**src/rtl/conv_pkg.sv**
```systemverilog
// Shared constants for the 2x2 convolution front end:
// default pixel width and packed window field layout.
package conv_pkg;

    localparam int DEF_DATA_W = 8;
    localparam int WIN_N      = 4;
    localparam int DEF_WIN_W  = WIN_N * DEF_DATA_W;

    typedef enum logic [1:0] {
        WIN_TL = 2'd0,
        WIN_TR = 2'd1,
        WIN_BL = 2'd2,
        WIN_BR = 2'd3
    } win_pos_e;

    localparam int TL_LSB = int'(WIN_TL) * DEF_DATA_W;
    localparam int TR_LSB = int'(WIN_TR) * DEF_DATA_W;
    localparam int BL_LSB = int'(WIN_BL) * DEF_DATA_W;
    localparam int BR_LSB = int'(WIN_BR) * DEF_DATA_W;

    function automatic int win_lsb(
        input win_pos_e pos,
        input int       dw
    );
        return int'(pos) * dw;
    endfunction

endpackage

```
**src/rtl/conv_line_buffer.sv**
```systemverilog
// Pixel history shift register with taps at the previous pixel,
// one row back and one row plus one pixel back.
module conv_line_buffer
    import conv_pkg::*;
#(
    parameter int DATA_W = DEF_DATA_W,
    parameter int DEPTH  = 17
) (
    input  logic              clk,
    input  logic              shift_en,
    input  logic [DATA_W-1:0] din,
    output logic [DATA_W-1:0] tap_0,
    output logic [DATA_W-1:0] tap_n1,
    output logic [DATA_W-1:0] tap_n
);

    logic [DATA_W-1:0] hist [DEPTH];

    always_ff @(posedge clk) begin
        if (shift_en) begin
            hist[0] <= din;
            for (int i = 1; i < DEPTH; i++) begin
                hist[i] <= hist[i-1];
            end
        end
    end

    assign tap_0  = hist[0];
    assign tap_n1 = hist[DEPTH-2];
    assign tap_n  = hist[DEPTH-1];

endmodule

```
**src/rtl/conv2x2_window_gen.sv**
```systemverilog
// Raster pixel stream to 2x2 window stream with a one-deep
// output register; one window per pixel at row>=1, col>=1.
module conv2x2_window_gen
    import conv_pkg::*;
#(
    parameter int DATA_W = DEF_DATA_W,
    parameter int IMG_W  = 16,
    parameter int IMG_H  = 16
) (
    input  logic                      clk,
    input  logic                      rst,
    input  logic [DATA_W-1:0]         pix_data,
    input  logic                      pix_sof,
    input  logic                      pix_valid,
    output logic                      pix_ready,
    output logic [WIN_N*DATA_W-1:0]   win_data,
    output logic                      win_eol,
    output logic                      win_eof,
    output logic                      win_valid,
    input  logic                      win_ready
);

    localparam int CW = $clog2(IMG_W);
    localparam int RW = $clog2(IMG_H);
    localparam logic [CW-1:0] COL_LAST = CW'(IMG_W - 1);
    localparam logic [RW-1:0] ROW_LAST = RW'(IMG_H - 1);

    localparam int TL = win_lsb(WIN_TL, DATA_W);
    localparam int TR = win_lsb(WIN_TR, DATA_W);
    localparam int BL = win_lsb(WIN_BL, DATA_W);
    localparam int BR = win_lsb(WIN_BR, DATA_W);

    logic [CW-1:0] col;
    logic [CW-1:0] col_cur;
    logic [CW-1:0] col_nxt;
    logic [RW-1:0] row;
    logic [RW-1:0] row_cur;
    logic [RW-1:0] row_nxt;

    logic accept;
    logic emit;
    logic at_eol;
    logic at_eof;

    logic [DATA_W-1:0] tap_prev;
    logic [DATA_W-1:0] tap_up;
    logic [DATA_W-1:0] tap_diag;

    logic [WIN_N*DATA_W-1:0] win_nxt;

    assign pix_ready = !win_valid || win_ready;
    assign accept    = pix_valid && pix_ready;

    conv_line_buffer #(
        .DATA_W (DATA_W),
        .DEPTH  (IMG_W + 1)
    ) u_line_buf (
        .clk      (clk),
        .shift_en (accept),
        .din      (pix_data),
        .tap_0    (tap_prev),
        .tap_n1   (tap_up),
        .tap_n    (tap_diag)
    );

    // SOF forces the current beat to (0,0) before any decision uses it
    always_comb begin
        col_cur = col;
        row_cur = row;
        col_nxt = col;
        row_nxt = row;
        at_eol  = 1'b0;
        at_eof  = 1'b0;
        emit    = 1'b0;
        win_nxt = '0;

        if (pix_sof) begin
            col_cur = '0;
            row_cur = '0;
        end

        at_eol = (col_cur == COL_LAST);
        at_eof = at_eol && (row_cur == ROW_LAST);
        emit   = accept && (col_cur != '0) && (row_cur != '0);

        if (at_eol) begin
            col_nxt = '0;
            if (row_cur == ROW_LAST) begin
                row_nxt = '0;
            end else begin
                row_nxt = row_cur + 1'b1;
            end
        end else begin
            col_nxt = col_cur + 1'b1;
            row_nxt = row_cur;
        end

        win_nxt[TL +: DATA_W] = tap_diag;
        win_nxt[TR +: DATA_W] = tap_up;
        win_nxt[BL +: DATA_W] = tap_prev;
        win_nxt[BR +: DATA_W] = pix_data;
    end

    always_ff @(posedge clk) begin
        if (rst) begin
            col <= '0;
            row <= '0;
        end else if (accept) begin
            col <= col_nxt;
            row <= row_nxt;
        end
    end

    always_ff @(posedge clk) begin
        if (rst) begin
            win_valid <= 1'b0;
            win_data  <= '0;
            win_eol   <= 1'b0;
            win_eof   <= 1'b0;
        end else if (emit) begin
            win_valid <= 1'b1;
            win_data  <= win_nxt;
            win_eol   <= at_eol;
            win_eof   <= at_eof;
        end else if (win_ready) begin
            win_valid <= 1'b0;
        end
    end

endmodule

```
**config.mk**
```make
export PLATFORM = sky130hd
export DESIGN_NAME = conv2x2_window_gen
export DESIGN_NICKNAME = d
export VERILOG_FILES = /design/src/rtl/conv_pkg.sv /design/src/rtl/conv_line_buffer.sv /design/src/rtl/conv2x2_window_gen.sv
export SDC_FILE = /design/constraint.sdc
export NUM_CORES = 1
export LEC_CHECK = 0
export ABC_AREA = 1
export BUFFER_PORTS_ARGS = -buffer_cell sky130_fd_sc_hd__buf_2
export CORE_MARGIN = 2
export CORE_UTILIZATION = 39
export CTS_CLUSTER_SIZE = 10
export DETAILED_ROUTE_END_ITERATION = 8
export GPL_ROUTABILITY_DRIVEN = 0
export PLACE_DENSITY = 0.63
export SKIP_CTS_REPAIR_TIMING = 1
export SLEW_MARGIN = 30
export SYNTH_ARGS = -nofsm -noshare
export SYNTH_HDL_FRONTEND = slang
export SYNTH_SLANG_ARGS = --single-unit
```
**constraint.sdc**
```tcl
create_clock -name clk -period 8.3 [get_ports clk]
set_input_delay 1.66 -clock clk [delete_from_list [all_inputs] [get_ports clk]]
set_output_delay 1.66 -clock clk [all_outputs]
set_load 0.1 [all_outputs]
```
==> results.tsv, run 1 <==
stage	metric	value	unit
power	Power Density	269	nW/um^2
finish	antenna diode count	0	
setup_path	critical path start-end classification	primary input to primary output	
clock_tree	Clock Root Buffer	sky130_fd_sc_hd__clkbuf_16	
placed_design	DP HPWL	4.69	mm
global_routing	largest net degree at the start of global routing	62	
routing	routed via count	3074	
clock_tree	Sinks on Clock Net	179	
clock_tree	clock transition at the registers of the reported paths	0.06	ns
finish	ratio of cells with drive above 1 in the final layout	0.175	
routing	Detailed Routing Iterations Pass 1	4	
timing	timing-limited maximum frequency	0.254	GHz
synth	share of Yosys cell area claimed by the top area cell type	0.677	
synth	synthesized cell area	6030	um^2
floorplanning	chip height	128	um
finish	net count reported at finish	511	
synth	main combinational cell family by area after synthesis	simple AND/OR/NAND/NOR gates	
timing	final count of negative-setup-slack endpoints	0	
synth	portion of the post-synthesis area used by sequential elements	0.820	
global_routing	overall track demand over capacity in global routing	0.106	
setup_path	Arr. time, crit path	2.27	ns
hold_path	Min-Delay Path Depth	0	
clock_tree	CTS HTree Levels	4	
global_routing	total gr overflow	0	
routing	total wire length	8.12	mm
timing	worst slew margin relative to its limit	0.541	
synth	post-synthesis share of cell area spent on full adders, half adders and majority gates	0.00415	
synth	gate count after technology mapping	437	
setup_path	largest fanout on the critical path	2	
routing	remaining antenna violation count	0	
power	post-layout total power	1.90	mW
floorplanning	area enclosed by the die boundary	16500	um^2
finish	layout-stage area growth over the synthesis result	17.2	%
timing	Final Hold Fails	0	
timing	Slew @ Worst Pin	0.687	ns
synth	net count after synthesis	452	
setup_path	required time at the endpoint of the critical path	6.64	ns
routing	number of DRC violations after detailed routing	0	
synth	number of register bits inferred by synthesis	179	
timing	setup clock skew after layout	0.00629	ns
synth	Compound-Gate Fraction of Synth Area	0.0189	
global_routing	vias in the first global route	2959	
synth	average footprint of a synthesized cell	13.8	um^2
floorplanning	starting density of the core	0.398	
global_routing	wire length of the first global-routing pass	13.5	mm
placed_design	port bufs	48	
synth	total of warnings raised by yosys	0	
hold_path	min-delay worst type	flop to flop	
timing	setup repair after global routing missed its margin	false	
synth	portion of netlist area occupied by mux cells	0	
power	total leakage power	2.79	nW
floorplanning	horizontal extent of the die	128	um
floorplanning	ports placed on the boundary	49	
synth	library cells used by synthesis	20	
status	outcome	finished clean	
clock_tree	clock latency of the later-clocked register in the worst-skew pair	0.41	ns
global_routing	initial antenna violation count	0	
floorplanning	number of core rows	45	
setup_path	logic depth of the worst register-to-register path	8	
finish	fillcell total	1334	
routing	post-detailed-route wirelength per cell	11.6	um
synth	largest area contributor in the netlist	sky130_fd_sc_hd__edfxtp_1	
routing	detailed router's first-iteration violation count	278	
clock_tree	clock buffers created by TritonCTS	17	
synth	dominant cells by area after synthesis	sky130_fd_sc_hd__edfxtp_1 68%, sky130_fd_sc_hd__dfxtp_1 14%, sky130_fd_sc_hd__nand2_1 5.2%	
timing	final worst path period need	3.93	ns
power	peak supply drop	0.168	mV
synth	parity-gate share of the synthesized area counting xor and xnor cells	0	
floorplanning	area inside the core boundary	15100	um^2
job	count of max-cap constraint violations	0	
clock_tree	clock tree buffer depth	2	
routing	Vias/cell	4.41	
timing	total negative slack	0	ns
timing	max-slew violations	0	
setup_path	critical path capture point type	primary output	
setup_path	startpoint types	primary input	
synth	synthesized-area fraction occupied by and/or/nand/nor cells	0.115	
timing	final worst path period share	0.474	
clock_tree	clock tree from TritonCTS	built	
## cell usage in the layout, fill, tap and decap left out, types with 3 or more instances in the layout
master,Yosys,routed
sky130_fd_sc_hd__edfxtp_1,136,136
sky130_fd_sc_hd__nand2_1,84,84
sky130_fd_sc_hd__nor2_1,78,78
sky130_fd_sc_hd__buf_2,4,48
sky130_fd_sc_hd__inv_1,46,45
sky130_fd_sc_hd__dfxtp_1,43,43
sky130_fd_sc_hd__clkbuf_16,0,17
sky130_fd_sc_hd__nand3_1,10,10
sky130_fd_sc_hd__a21oi_1,8,8
sky130_fd_sc_hd__o21ai_0,7,7
sky130_fd_sc_hd__clkinv_4,0,5
sky130_fd_sc_hd__inv_2,2,3
sky130_fd_sc_hd__buf_4,0,3
## cells in the mapped netlist (all sizes together)
master,count
a21oi,9
buf,7
clkbuf,5
dfxtp,43
edfxtp,136
ha,2
inv,48
nand2,85
nand3,10
nand4,2
nor2,80
o211ai,2
o21ai,7
o21bai,1
## where the power goes
| part | switching [mW] | total, mW | leakage, nW | internal (mW) |
|---|---|---|---|---|
| logic | 0.0759 | 0.0938 | 0.832 | 0.0179 |
| registers | 0.0153 | 1.03 | 1.68 | 1.02 |
| clock network | 0.314 | 0.773 | 0.284 | 0.459 |
## registers in the layout, indices dropped and copies added, names as in the netlist
register	count
win_data	32
win_valid	1
col	4
row	4
win_eol	1
win_eof	1
u_line_buf.hist	136
## cell families after synthesis
kind of cell	Yosys count
flip-flops	179
AND/OR/NAND/NOR	177
AO/OA/AOI/OAI	19
buffers and inverters	60
adder cells (fa/ha/maj)	2
## cell type report
| class | count | area [um^2] | share of cell area |
|---|---|---|---|
| Sequential cell | 179 | 4940 | 0.700 |
| Clock buffer | 20 | 457 | 0.0646 |
| Clock inverter | 12 | 133 | 0.0188 |
| Multi-Input combinational cell | 198 | 833 | 0.118 |
| Tap cell | 188 | 235 | 0.0333 |
| Inverter | 48 | 180 | 0.0255 |
| Timing Repair Buffer | 52 | 283 | 0.0400 |
## critical path, cell delays in order
cell                      delay, ns
sky130_fd_sc_hd__buf_2         0.08
sky130_fd_sc_hd__inv_2         0.04
sky130_fd_sc_hd__nand2_1       0.06
sky130_fd_sc_hd__buf_2         0.42
## final timing paths
check	start	to	slack [ns]
hold / removal	u_line_buf.hist[6][2]$_DFFE_PP_	u_line_buf.hist[7][2]$_DFFE_PP_	0.41
setup / recovery	win_ready	pix_ready	4.37
hold reg to reg	u_line_buf.hist[6][2]$_DFFE_PP_	u_line_buf.hist[7][2]$_DFFE_PP_	0.41
setup reg to reg	win_valid$_SDFFE_PP0P_	win_eol$_SDFFE_PP0P_	5.62
## metal layers
metal | GRT usage | vias to the layer above | share of wire | wire [um]
li1 | - | 1567 | - | -
met3 | 0.0478 | 2 | 0.054 | 437
met1 | 0.135 | 1442 | 0.49 | 3950
met2 | 0.160 | 63 | 0.45 | 3690
met5 | 0 | - | 0 | 0
met4 | 0.0388 | 0 | 0.0044 | 36
## per-stage QoR
stage,instance area [um^2],setup WS (ns),hold WS [ns],util,cells
after floorplan,6030,1.95,0.400,-,437
final,7070,4.37,0.414,0.467,697
after detailed placement,6480,4.18,0.405,0.428,665
after global placement,6460,4.26,0.402,0.426,664
after CTS,7070,4.36,0.416,0.467,697
after global routing,7070,4.34,0.421,0.467,697
No activity file was read; power rests on OpenSTA's default activity.
==> inputs of run 2 (changes only) <==
- clock period: 8.3 -> 3.87 ns (I/O delays scaled with it)
==> run 2 against run 1 <==
Via count rose by 1.8%; worst hold slack improved by 0.00073 ns; global-route usage is 0.16 points higher; combinational power up 110%.
==> results.tsv, run 2 (synthesized netlist as in run 1, its figures left out) <==
stage	metric	value	unit
routing	post-detailed-route wirelength per cell	12.0	um
routing	total wire length	8.37	mm
setup_path	critical path capture point type	flop	
routing	Vias/cell	4.50	
setup_path	Arr. time, crit path	2.58	ns
setup_path	cell seen most often among critical-path stages	sky130_fd_sc_hd__nand2_1	
clock_tree	clock tree buffer depth	2	
hold_path	Min-Delay Path Depth	0	
floorplanning	chip height	128	um
finish	Final Cell Area	7100	um^2
setup_path	Worst path max stage delay	0.59	ns
finish	net count reported at finish	509	
floorplanning	horizontal extent of the die	128	um
floorplanning	area inside the core boundary	15100	um^2
finish	most common cell after layout, fill and taps aside	sky130_fd_sc_hd__edfxtp_1	
placed_design	cell total after placement	663	
finish	combined area of the multi-input logic cells	833	um^2
setup_path	internal reg-to-reg setup slack	1.69	ns
finish	storage element area	4940	um^2
timing	PnR worst setup slack	1.60	ns
hold_path	start point of the worst min-delay path	u_line_buf.hist[4][3]$_DFFE_PP_	
placed_design	port bufs	48	
hold_path	hold worst-path end	u_line_buf.hist[5][3]$_DFFE_PP_	
floorplanning	area enclosed by the die boundary	16500	um^2
timing	Slew @ Worst Pin	0.812	ns
timing	final count of negative-setup-slack endpoints	0	
timing	final worst path period need	2.27	ns
global_routing	total gr overflow	0	
status	outcome	finished clean	
finish	largest reg by FF count	u_line_buf.hist	
clock_tree	clock latency of the later-clocked register in the worst-skew pair	0.41	ns
placed_design	Placed Instance Area	6470	um^2
global_routing	overall track demand over capacity in global routing	0.107	
routing	remaining antenna violation count	0	
global_routing	initial antenna violation count	0	
setup_path	logic depth of the worst register-to-register path	11	
setup_path	required time at the endpoint of the critical path	4.18	ns
timing	total negative slack	0	ns
global_routing	largest net degree at the start of global routing	150	
routing	number of DRC violations after detailed routing	0	
hold_path	min-delay worst type	flop to flop	
timing	max-slew violations	0	
setup_path	startpoint types	primary input	
setup_path	largest fanout on the critical path	35	
timing	final worst path period share	0.587	
timing	Final Hold Fails	0	
finish	Final Non-Filler Cells	695	
power	Power Density	591	nW/um^2
finish	ratio of cells with drive above 1 in the final layout	0.172	
routing	routed via count	3128	
finish	antenna diode count	0	
routing	detailed router's first-iteration violation count	307	
global_routing	wire length of the first global-routing pass	13.7	mm
setup_path	start of the worst register-to-register path	col[0]$_SDFFE_PP0P_	
clock_tree	CTS HTree Levels	4	
timing	setup repair after global routing missed its margin	false	
clock_tree	clock buffers created by TritonCTS	17	
global_routing	vias in the first global route	2930	
power	post-layout total power	4.20	mW
clock_tree	Clock Root Buffer	sky130_fd_sc_hd__clkbuf_16	
routing	Detailed Routing Iterations Pass 1	4	
finish	leading registers by flop count	u_line_buf.hist (136), win_data (32)	
clock_tree	clock tree from TritonCTS	built	
placed_design	DP HPWL	4.69	mm
setup_path	critical path start-end classification	primary input to flop	
power	total leakage power	2.81	nW
placed_design	Place WS	1.16	ns
clock_tree	Sinks on Clock Net	179	
finish	layout-stage area growth over the synthesis result	17.8	%
setup_path	critical path's slowest cell	sky130_fd_sc_hd__nor2_4	
power	peak supply drop	0.362	mV
floorplanning	ports placed on the boundary	49	
floorplanning	number of core rows	45	
setup_path	cells along the critical path	buf_2 > nor2_1 > inv_1 > ha_1 > nand3_1 > nand2_1 > nor2_4 > buf_12 > nand2_1 > nand2_1 > nor2_1	
timing	setup clock skew after layout	0.00774	ns
job	count of max-cap constraint violations	0	
timing	timing-limited maximum frequency	0.440	GHz
clock_tree	clock transition at the registers of the reported paths	0.07	ns
setup_path	endpoint of the most critical register-to-register path	win_data[4]$_SDFFE_PP0P_	
finish	fillcell total	1304	
timing	worst slew margin relative to its limit	0.459	
floorplanning	starting density of the core	0.398	
finish	leading cell types in the layout, fill and taps excluded	136 x sky130_fd_sc_hd__edfxtp_1, 84 x sky130_fd_sc_hd__nand2_1, 78 x sky130_fd_sc_hd__nor2_1	
finish	number of flip-flops under the largest register name	136	
run 2: worst max-delay path by stage:
stage	from	slack [ns]	end
after global placement	pix_sof	1.23	win_eof$_SDFFE_PP0P_
after CTS	pix_sof	1.60	win_data[4]$_SDFFE_PP0P_
after global routing	pix_sof	1.40	win_data[4]$_SDFFE_PP0P_
final	pix_sof	1.60	win_data[4]$_SDFFE_PP0P_
after detailed placement	pix_sof	1.16	win_data[4]$_SDFFE_PP0P_
after floorplan	win_valid$_SDFFE_PP0P_	0.54	col[3]$_SDFFE_PP0P_
run 2: report_power, final:
| group | internal [mW] | total [mW] | leakage (nW) | switching, mW |
|---|---|---|---|---|
| registers | 2.18 | 2.21 | 1.68 | 0.0333 |
| logic | 0.0378 | 0.201 | 0.825 | 0.163 |
| clock network | 1.09 | 1.78 | 0.310 | 0.687 |
| total | 3.31 | 4.20 | 2.81 | 0.884 |
run 2: final cells by class:
class	count	area share
Clock buffer	20	0.0675
Clock inverter	12	0.0210
Inverter	48	0.0254
Multi-Input combinational cell	198	0.117
Sequential cell	179	0.696
Tap cell	188	0.0331
Timing Repair Buffer	50	0.0395
run 2: per-stage QoR:
step | utilization | hold slack (ns)
floorplan | - | 0.400
global placement | 0.427 | 0.401
detailed placement | 0.427 | 0.405
CTS | 0.469 | 0.414
global route | 0.469 | 0.420
finish | 0.469 | 0.415
run 2: critical path, delay by kind of cell:
kind / cells / cell delay (ns)
simple gates: 7 / 1.13
buf+inv: 3 / 0.46
fa+ha+maj: 1 / 0.19
run 2: metal layers:
metal	GRT usage	routed length (um)	share of wire
met1	0.143	4000	0.48
met2	0.159	3800	0.45
met3	0.0424	481	0.057
met4	0.0427	85	0.010
met5	0	0	0
